===== config.mk =====
export PLATFORM = sky130hd
export DESIGN_NAME = pwm_dac_out
export DESIGN_NICKNAME = d
export VERILOG_FILES = /design/src/rtl/pwm_dac_out_pkg.sv /design/src/rtl/pwm_dac_out_prescaler.sv /design/src/rtl/pwm_dac_out.sv
export SDC_FILE = /design/constraint.sdc
export NUM_CORES = 1
export LEC_CHECK = 0
export CAP_MARGIN = 20
export CORE_MARGIN = 1
export CORE_UTILIZATION = 40
export DETAILED_ROUTE_END_ITERATION = 6
export GPL_ROUTABILITY_DRIVEN = 0
export MAX_ROUTING_LAYER = met4
export PLACE_DENSITY = 0.74
export SLEW_MARGIN = 10
export SYNTH_ARGS = -nofsm -noshare
export SYNTH_HDL_FRONTEND = slang
export SYNTH_SLANG_ARGS = --single-unit

===== constraint.sdc =====
create_clock -name clk -period 1.8 [get_ports clk]
set_input_delay 0.36 -clock clk [delete_from_list [all_inputs] [get_ports clk]]
set_output_delay 0.36 -clock clk [all_outputs]
set_load 0.03 [all_outputs]

===== src/rtl/pwm_dac_out_pkg.sv =====
// Shared constants and helpers for the PWM DAC output stage.
package pwm_dac_out_pkg;

  localparam int AMP_SHIFT_W = 2;

  // Largest counter value; one PWM period spans pwm_max+1 ticks.
  function automatic int pwm_max(input int width);
    return (1 << width) - 2;
  endfunction

endpackage


===== src/rtl/pwm_dac_out_prescaler.sv =====
// Clock divider for the PWM counter: emits a one-clk tick every PRESCALE enabled clks.
module pwm_prescaler #(
  parameter int PRESCALE = 1
) (
  input  logic clk,
  input  logic rst,
  input  logic en_i,
  output logic tick_o
);

  localparam int DIV_W = (PRESCALE > 1) ? $clog2(PRESCALE) : 1;
  localparam logic [DIV_W-1:0] DIV_LAST = DIV_W'(PRESCALE - 1);

  logic [DIV_W-1:0] div_q, div_d;

  assign tick_o = en_i && (div_q == DIV_LAST);

  // div freezes while disabled so a paused period resumes mid-tick.
  always_comb begin
    div_d = div_q;
    if (tick_o) begin
      div_d = '0;
    end else if (en_i) begin
      div_d = div_q + DIV_W'(1);
    end
  end

  always_ff @(posedge clk or posedge rst) begin
    if (rst) begin
      div_q <= '0;
    end else begin
      div_q <= div_d;
    end
  end

endmodule


===== src/rtl/pwm_dac_out.sv =====
// PWM DAC output stage: double-buffered sample, one sample per PWM period,
// power-of-two attenuation and sticky underrun detection.
module pwm_dac_out
  import pwm_dac_out_pkg::*;
#(
  parameter int WIDTH    = 8,
  parameter int PRESCALE = 1
) (
  input  logic                   clk,
  input  logic                   rst,
  input  logic [WIDTH-1:0]       sample,
  input  logic                   sample_valid,
  output logic                   sample_ready,
  input  logic [AMP_SHIFT_W-1:0] amp_shift,
  input  logic                   enable,
  input  logic                   clr_underrun,
  output logic                   pwm_out,
  output logic                   period_start,
  output logic                   underrun
);

  localparam logic [WIDTH-1:0] MAX = WIDTH'(pwm_max(WIDTH));

  logic             tick;
  logic             boundary;
  logic             accept;
  logic [WIDTH-1:0] cnt_q, cnt_d;
  logic [WIDTH-1:0] pend_q, pend_d;
  logic [WIDTH-1:0] active_q, active_d;
  logic             pend_full_q, pend_full_d;
  logic             pwm_q, pwm_d;
  logic             ps_q, ps_d;
  logic             und_q, und_d;

  pwm_prescaler #(.PRESCALE(PRESCALE)) u_prescaler (
    .clk    (clk),
    .rst    (rst),
    .en_i   (enable),
    .tick_o (tick)
  );

  assign sample_ready = !pend_full_q;
  assign accept       = sample_valid && !pend_full_q;
  assign boundary     = tick && (cnt_q == MAX);

  always_comb begin
    cnt_d       = cnt_q;
    pend_d      = pend_q;
    pend_full_d = pend_full_q;
    active_d    = active_q;
    if (tick) begin
      cnt_d = boundary ? '0 : cnt_q + WIDTH'(1);
    end
    // An accept can only coincide with a boundary when pend is empty, so
    // the two never fight over pend_full.
    if (accept) begin
      pend_d      = sample;
      pend_full_d = 1'b1;
    end
    if (boundary && pend_full_q) begin
      active_d    = pend_q >> amp_shift;
      pend_full_d = 1'b0;
    end
    pwm_d = enable && (active_q > cnt_q);
    ps_d  = boundary;
    if (boundary && !pend_full_q) begin
      und_d = 1'b1;
    end else if (clr_underrun) begin
      und_d = 1'b0;
    end else begin
      und_d = und_q;
    end
  end

  always_ff @(posedge clk or posedge rst) begin
    if (rst) begin
      cnt_q       <= '0;
      pend_q      <= '0;
      pend_full_q <= 1'b0;
      active_q    <= '0;
      pwm_q       <= 1'b0;
      ps_q        <= 1'b0;
      und_q       <= 1'b0;
    end else begin
      cnt_q       <= cnt_d;
      pend_q      <= pend_d;
      pend_full_q <= pend_full_d;
      active_q    <= active_d;
      pwm_q       <= pwm_d;
      ps_q        <= ps_d;
      und_q       <= und_d;
    end
  end

  assign pwm_out      = pwm_q;
  assign period_start = ps_q;
  assign underrun     = und_q;

endmodule


Word level (Yosys, flattened, before mapping). Index checks and enable logic that the tools add are counted.

Bits in registers: 29. Input port bits: 15. Word-level logic and storage cells: 31.

Add/subtract/negate cells: 2. Magnitude comparators: 1. Equal/unequal tests: 1. Shifts and indexed selects: 1. Mux-type cells: 7. Bitwise logic cells: 1. Reductions and logical operators: 10.

Operators by type and width (number): $add A8 B1 Y8 const B (1); $eq A8 B8 Y1 const B (1); $gt A8 B8 Y1 (1); $mux W8 (1); $shr A8 B2 Y8 (1); $logic_and A1 B1 Y1 (6); $mux W1 (6); $reduce_bool A2 Y1 (3); $add A1 B1 Y1 const B (1); $logic_not A1 Y1 (1); $not A1 Y1 (1).

Depth between registers and ports, before layout. Gate-level depths: netlist of the first run.

Depth after elaboration: 5. Depth in mapped cells: 8.

Modules after synthesis. A second synthesis of the first run with hierarchy kept.

Cells, all modules: 149. Area total of the unflattened synthesis: 1569.0 um^2.

Modules (own cells, without submodules): pwm_dac_out (times used 1, cells an instance 145, area each 1525.2 um^2, sequential area each 700.7 um^2); pwm_prescaler (times used 1, cells an instance 4, area each 43.8 um^2, sequential area each 25.0 um^2).

Least setup slack after synthesis of the first run. No wires, ideal clock.

Path type: register to register. Start: reg cnt_q[0]. End: reg active_q[6]. Setup time: 92 ps. Arrival: 1579 ps. Setup slack: 129 ps. Stages on the path, launching flop included: 8. Period minus slack after synthesis: 1671 ps. Cells stage by stage: dfrtp_1 -> inv_1 -> ha_1 -> nand2_1 -> or4_4 -> buf_6 -> buf_6 -> o31ai_2.

Cells in the longest elaborated chain, start to end: 3.

Ends and longest elaborated chain: from (decl) (RTL line pwm_dac_out.sv:27) `logic [WIDTH-1:0] cnt_q, cnt_d;`; from (signal assigned) (RTL line pwm_dac_out.sv:85) `cnt_q <= cnt_d;`; $eq A8 B8 Y1 (RTL line pwm_dac_out.sv:44) `assign boundary = tick && (cnt_q == MAX);`; $logic_and A1 B1 Y1 (RTL line pwm_dac_out.sv:44); $logic_and A1 B1 Y1 (RTL line pwm_dac_out.sv:60) `if (boundary && pend_full_q) begin`; to (signal assigned) (RTL line pwm_dac_out.sv:88) `active_q <= active_d;`; to (decl) (RTL line pwm_dac_out.sv:29) `logic [WIDTH-1:0] active_q, active_d;`.

No other way between the ends. A chain may end at the register's enable or synchronous reset.

Worst setup path in the final report of the first run.
Start: in enable. End: reg active_q[1].

Cells in the longest elaborated chain, start to end: 3.

Ends and longest elaborated chain: from (decl) (RTL line pwm_dac_out.sv:15) `input logic enable,`; $logic_and A1 B1 Y1 (RTL line pwm_dac_out_prescaler.sv:16) `assign tick_o = en_i && (div_q == DIV_LAST);`; $logic_and A1 B1 Y1 (RTL line pwm_dac_out.sv:44); $logic_and A1 B1 Y1 (RTL line pwm_dac_out.sv:60).

No other way between the ends.

==> out/qor.csv, run 1 <==
stage,metric,value,unit
finish,final core utilization,53.2,%
global_route,GRT Overall Usage,17.4,%
routing,drt wl/cell,13.5,um
sta,fmax,586,MHz
global_route,pin count of the biggest net entering global routing,30,
sta,crit path time final,1.71,ns
cts,clk sinks,29,
setup_path,critical path data required time,1.97,ns
routing,vias per inst,5.16,
setup_path,CP Cell Sequence,clkdlybuf4s50_1 -> nand3b_1 -> or4_4 -> mux2_2,
sta,final hold viol count,0,
setup_path,Crit path buffers/inverters,1,
sta,worst slew pin tran,0.359,ns
floorplanning,Rows,22,
finish,Reg area,726,sq um
yosys,top post-synthesis cells by area,"dfrtp_1 (47%), mux2_2 (8.7%), ha_1 (8.1%), inv_1 (3.1%), mux4_2 (2.9%)",
routing,DRC violations left,0,
place,Cells after DPL,216,
power,Power Density,1200,mW/mm^2
sta,Final Worst Setup Slack,0.0933,ns
finish,multi-input logic area,743,sq um
routing,WL final,3030,um
flow_run,Max Cap Viol,0,
cts,"Reg clk slew, reported paths",0.06,ns
floorplanning,num ports,19,
routing,DR pass1 iterations,4,
setup_path,critical path class,in2reg,
global_route,total gr overflow,0,
sta,Final Setup Violations,0,
cts,post_cts resized,1,
yosys,Synthesized Nets,166,
setup_path,type of origin of the critical path,input pin,
floorplanning,width of the die,64.3,um
yosys,synth warn,0,
cts,post-CTS setup buffer count,0,
finish,"commonest non-fill, non-tap cells in the layout","dfrtp_1 (29), clkdlybuf4s50_1 (17), buf_4 (14), inv_1 (13), mux2_2 (12)",
sta,unrepaired setup endpoints after global routing,false,
floorplanning,Die Y,64.3,um
setup_path,CP max FO,14,
yosys,top cell type by total area after synthesis,dfrtp_1,
floorplanning,initial core utilization,42.1,%
floorplanning,core region area,0.00369,sq mm
sta,post-route setup TNS,0,ns
setup_path,crit-path max cell delay,0.61,ns
setup_path,crit path max-delay cell type,or4_4,
yosys,Synth Instances,141,
yosys,syn_area_per_cell,11.0,sq um
setup_path,CP endpoint kind,flop,
sta,Layout Skew,0.00582,ns
routing,remaining antenna violation count after routing,0,
yosys,Post-synth EDFFs,0,
yosys,Seq cells post-synth,29,
cts,CTS tree,done,
global_route,first-pass GRT wire length,5260,um
yosys,synthesized area,0.00155,sq mm
place,Detailed Place HPWL,2350,um
cts,Max clock buf depth,2,
yosys,dominant synthesized flop cell,dfrtp_1,
setup_path,"Arr. time, crit path",1.87,ns
routing,initial drt markers,108,
place,port bufs,18,
power,Leak,0.914,nW
power,Max VDD drop,0.000544,V
finish,Fillers,337,
outcome,status,completed,
finish,share of post-route cells with drive strength above 1,23.3,%
yosys,Synth async-reset ratio,100,%
global_route,vias in the first global route,1182,
finish,post-route insts no fill,224,
sta,max_slew headroom,76.1,%
finish,ant diodes,0,
finish,Area growth syn-to-layout,26.5,%
floorplanning,DIE AREA,0.00413,sq mm
yosys,top cell type's share of synthesized area,46.8,%
yosys,Yosys cell types,32,
routing,routed vias,1156,
setup_path,"delay-heaviest family, CP",simple AND/OR/NAND/NOR gates,
yosys,post-synthesis sequential area ratio,46.8,%
cts,H-Tree Depth,2,
cts,CTS Buf Count,5,
sta,fin crit share,94.8,%
cts,root buffer cell,clkbuf_8,
cts,worst-skew pair later-pin latency,0.28,ns
min_path,worst hold path class,in2async,
sta,fin. max-slew vios,0,
place,pre-CTS setup slack,-0.190,ns
global_route,initial antenna violation count,0,
finish,Layout Nets,200,
cts,cts hold-fix bufs,0,
finish,"commonest non-fill, non-tap cell in the layout",dfrtp_1,
==> cell usage after synthesis, types with 5 or more instances <==
cell	number
dfrtp_1	29
inv_1	13
mux2_2	12
nand2_1	11
ha_1	10
a21oi_1	7
nor2_1	7
nand4_1	6
nor2b_1	5
o21ai_0	5
xnor2_1	5
==> worst register-to-register path, stage by stage (launching register included) <==
cell	delay (ns)
dfrtp_1	0.41
nand4_1	0.18
or4_4	0.66
mux2_2	0.31
==> kinds of logic after synthesis <==
| kind of cell | count (synthesis) | share of synthesized area, % |
|---|---|---|
| buffers and inverters | 18 | 5.32 |
| flip-flops | 29 | 46.8 |
| XOR/XNOR | 5 | 2.82 |
| AND/OR/NAND/NOR | 38 | 13.2 |
| AO/OA/AOI/OAI | 25 | 10.9 |
| adder cells (fa/ha/maj) | 10 | 8.06 |
| multiplexers | 16 | 12.9 |
==> area by class of cell <==
type | count | share of cell area [%]
Clock buffer | 7 | 4.91
Clock inverter | 1 | 0.255
Inverter | 13 | 2.49
Multi-Input combinational cell | 94 | 37.9
Sequential cell | 29 | 37.0
Tap cell | 48 | 3.06
Timing Repair Buffer | 32 | 14.5
==> stage by stage <==
stage	area (sq um)	total power, mW	hold WS, ns
2_1_floorplan	1550	1.50	0.426
3_3_place_gp	1860	1.69	0.466
3_5_place_dp	1860	1.77	0.472
4_1_cts	1960	2.38	0.455
5_1_grt	1960	2.51	0.482
6_report	1960	2.35	0.442
==> metal layers <==
metal | global-route usage (%) | vias up | share of wire, % | routed length (um)
li1 | - | 563 | - | -
met5 | - | - | 0 | 0
met3 | 4.82 | 9 | 4.5 | 136
met1 | 19.0 | 553 | 42 | 1270
met4 | 8.33 | 0 | 2.2 | 68
met2 | 29.2 | 31 | 51 | 1560
==> report_power, final <==
| group | switching (mW) | total, mW | leakage (nW) | internal [mW] |
|---|---|---|---|---|
| logic | 0.362 | 0.751 | 0.492 | 0.389 |
| clock network | 0.254 | 0.599 | 0.0542 | 0.345 |
| registers | 0.165 | 1.00 | 0.367 | 0.839 |
==> path summary, 6_finish.rpt <==
check | end | slack (ns) | start | depth (start not counted)
setup / recovery | active_q[1] | 0.09 | enable | 4
hold / removal | cnt_q[1] | 0.44 | rst | 3
setup reg to reg | active_q[1] | 0.13 | cnt_q[2] | 3
hold reg to reg | active_q[0] | 0.48 | active_q[0] | 2
max in group asynchronous | active_q[1] | 1.09 | rst | 3
min in group clk | active_q[0] | 0.48 | active_q[0] | 2
==> state kept, by name, summed over array words and instances, names as in the netlist <==
signal and count:
pend_full_q 1, underrun 1, pend_q 8, u_prescaler.div_q 1
pwm_out 1, active_q 8, period_start 1, cnt_q 8
Power figures use the tool's default switching activity.
==> run 2, diff against run 1 <==
--- a/config.mk
+++ b/config.mk
@@ -11,7 +11,7 @@
 export DETAILED_ROUTE_END_ITERATION = 6
 export GPL_ROUTABILITY_DRIVEN = 0
 export MAX_ROUTING_LAYER = met4
-export PLACE_DENSITY = 0.74
+export PLACE_DENSITY = 0.72
 export SLEW_MARGIN = 10
 export SYNTH_ARGS = -nofsm -noshare
 export SYNTH_HDL_FRONTEND = slang
==> constraint.sdc (replaced) <==
create_clock -name clk -period 2.2 [get_ports clk]
set_input_delay 0.44 -clock clk [delete_from_list [all_inputs] [get_ports clk]]
set_output_delay 0.44 -clock clk [all_outputs]
set_load 0.03 [all_outputs]
==> run 2 against run 1 <==
Clock power down 32%; total power decreased by 24%; critical endpoint is now sample_ready; utilization shrank 2.1 points; highest routed layer unchanged.
==> out/qor.csv, run 2 (synthesis results as in run 1) <==
stage,metric,value,unit
outcome,status,completed,
setup_path,CP max FO,3,
setup_path,Crit path buffers/inverters,2,
floorplanning,Rows,22,
global_route,first-pass GRT wire length,4870,um
setup_path,"Arr. time, crit path",1.45,ns
cts,post_cts resized,0,
finish,Reg area,726,sq um
sta,crit path time final,1.89,ns
power,Reg power frac,46.5,%
sta,unrepaired setup endpoints after global routing,false,
cts,cts hold-fix bufs,0,
sta,final hold viol count,0,
finish,Layout Nets,192,
power,Leak,0.861,nW
routing,vias per inst,5.05,
power,Max VDD drop,0.000426,V
cts,CTS Buf Count,5,
routing,drt wl/cell,12.5,um
power,switching share of power,33.6,%
routing,initial drt markers,56,
sta,worst slew pin tran,0.348,ns
cts,CTS tree,done,
floorplanning,DIE AREA,0.00413,sq mm
finish,"commonest non-fill, non-tap cell in the layout",dfrtp_1,
routing,routed vias,1090,
floorplanning,initial core utilization,42.1,%
cts,worst-skew pair later-pin latency,0.28,ns
sta,Layout Skew,0.00424,ns
place,port bufs,18,
cts,clk sinks,29,
global_route,GRT Overall Usage,16.2,%
setup_path,critical path data required time,1.76,ns
cts,Max clock buf depth,2,
sta,Final Worst Setup Slack,0.307,ns
routing,WL final,2700,um
place,Detailed Place HPWL,2120,um
power,clock network fraction of design power,22.7,%
finish,final core utilization,51.1,%
global_route,initial antenna violation count,0,
setup_path,critical path class,reg2out,
floorplanning,width of the die,64.3,um
cts,root buffer cell,clkbuf_8,
power,internal power,1.19,mW
global_route,total gr overflow,0,
finish,Fillers,356,
setup_path,FF-to-FF Start,cnt_q[0],
min_path,Hold Startpoint,active_q[0],
sta,fmax,528,MHz
power,switching power,0.601,mW
routing,DR pass1 iterations,4,
global_route,vias in the first global route,1151,
setup_path,"delay-heaviest family, CP",buffers and inverters,
place,Cells after DPL,208,
power,Comb pwr share,30.8,%
sta,max_slew headroom,76.8,%
finish,post-route insts no fill,216,
finish,"commonest non-fill, non-tap cells in the layout","dfrtp_1 (29), clkdlybuf4s50_1 (18), inv_1 (13), mux2_2 (12), nand2_1 (11)",
setup_path,CP Cell Sequence,inv_1 -> clkdlybuf4s50_1,
setup_path,CP endpoint kind,primary output,
sta,WHS,0.479,ns
floorplanning,core region area,0.00369,sq mm
sta,fin crit share,86.1,%
finish,multi-input logic area,743,sq um
sta,fin. max-slew vios,0,
sta,Final Setup Violations,0,
setup_path,crit-path max cell delay,0.68,ns
routing,DRC violations left,0,
finish,Area growth syn-to-layout,21.5,%
place,pre-CTS setup slack,0.107,ns
setup_path,Setup crit start,pend_full_q,
flow_run,Max Cap Viol,0,
floorplanning,num ports,19,
routing,remaining antenna violation count after routing,0,
setup_path,crit path max-delay cell type,clkdlybuf4s50_1,
cts,H-Tree Depth,2,
global_route,pin count of the biggest net entering global routing,30,
power,Power Density,950,mW/mm^2
cts,"Reg clk slew, reported paths",0.06,ns
cts,post-CTS setup buffer count,0,
floorplanning,Die Y,64.3,um
finish,leading registers by flop count,"active_q (8), cnt_q (8), pend_q (8)",
finish,ant diodes,0,
setup_path,type of origin of the critical path,flop,
min_path,worst hold path class,reg2reg,
sta,post-route setup TNS,0,ns
finish,share of post-route cells with drive strength above 1,19.0,%
[run 2: cell type report]
class | instances | area share, %
Sequential cell | 29 | 38.5
Timing Repair Buffer | 24 | 11.9
Clock buffer | 6 | 3.85
Clock inverter | 2 | 0.531
Inverter | 13 | 2.59
Tap cell | 48 | 3.19
Multi-Input combinational cell | 94 | 39.4
[run 2: tightest hold or removal path, stage by stage, from the launching register on]
cell and delay, ns:
dfrtp_1 0.34, nand2_1 0.05, o31ai_1 0.05
[run 2: metal layers]
layer | global-route usage (%) | routed length (um) | vias to the layer above
met5 | - | 0 | -
met4 | 9.44 | 47 | 0
met2 | 27.4 | 1430 | 25
met3 | 5.18 | 117 | 6
met1 | 16.4 | 1110 | 514
li1 | - | - | 545
[run 2: through the flow]
stage               total power [mW]  instance area (sq um)
floorplan                       1.23                   1550
global placement                1.35                   1800
detailed placement              1.39                   1800
CTS                             1.81                   1890
global route                    1.94                   1890
finish                          1.79                   1890
[run 2: final timing paths]
path	to	slack, ns	cells after the start
min in group asynchronous	pend_q[0]	0.52	3
min	active_q[0]	0.48	2
max	sample_ready	0.31	2
max in group asynchronous	cnt_q[5]	1.41	3
min reg2reg	active_q[0]	0.48	2
max reg2reg	active_q[3]	0.41	5
[run 2: power by group through the flow]
| stage | Clock (mW) | Combinational, mW | Sequential, mW |
|---|---|---|---|
| 4_1_cts | 0.421 | 0.561 | 0.831 |
| 6_report | 0.407 | 0.552 | 0.833 |
| 2_1_floorplan | 0 | 0.430 | 0.795 |
| 3_3_place_gp | 0 | 0.520 | 0.832 |
| 5_1_grt | 0.452 | 0.629 | 0.855 |
| 3_5_place_dp | 0 | 0.555 | 0.837 |
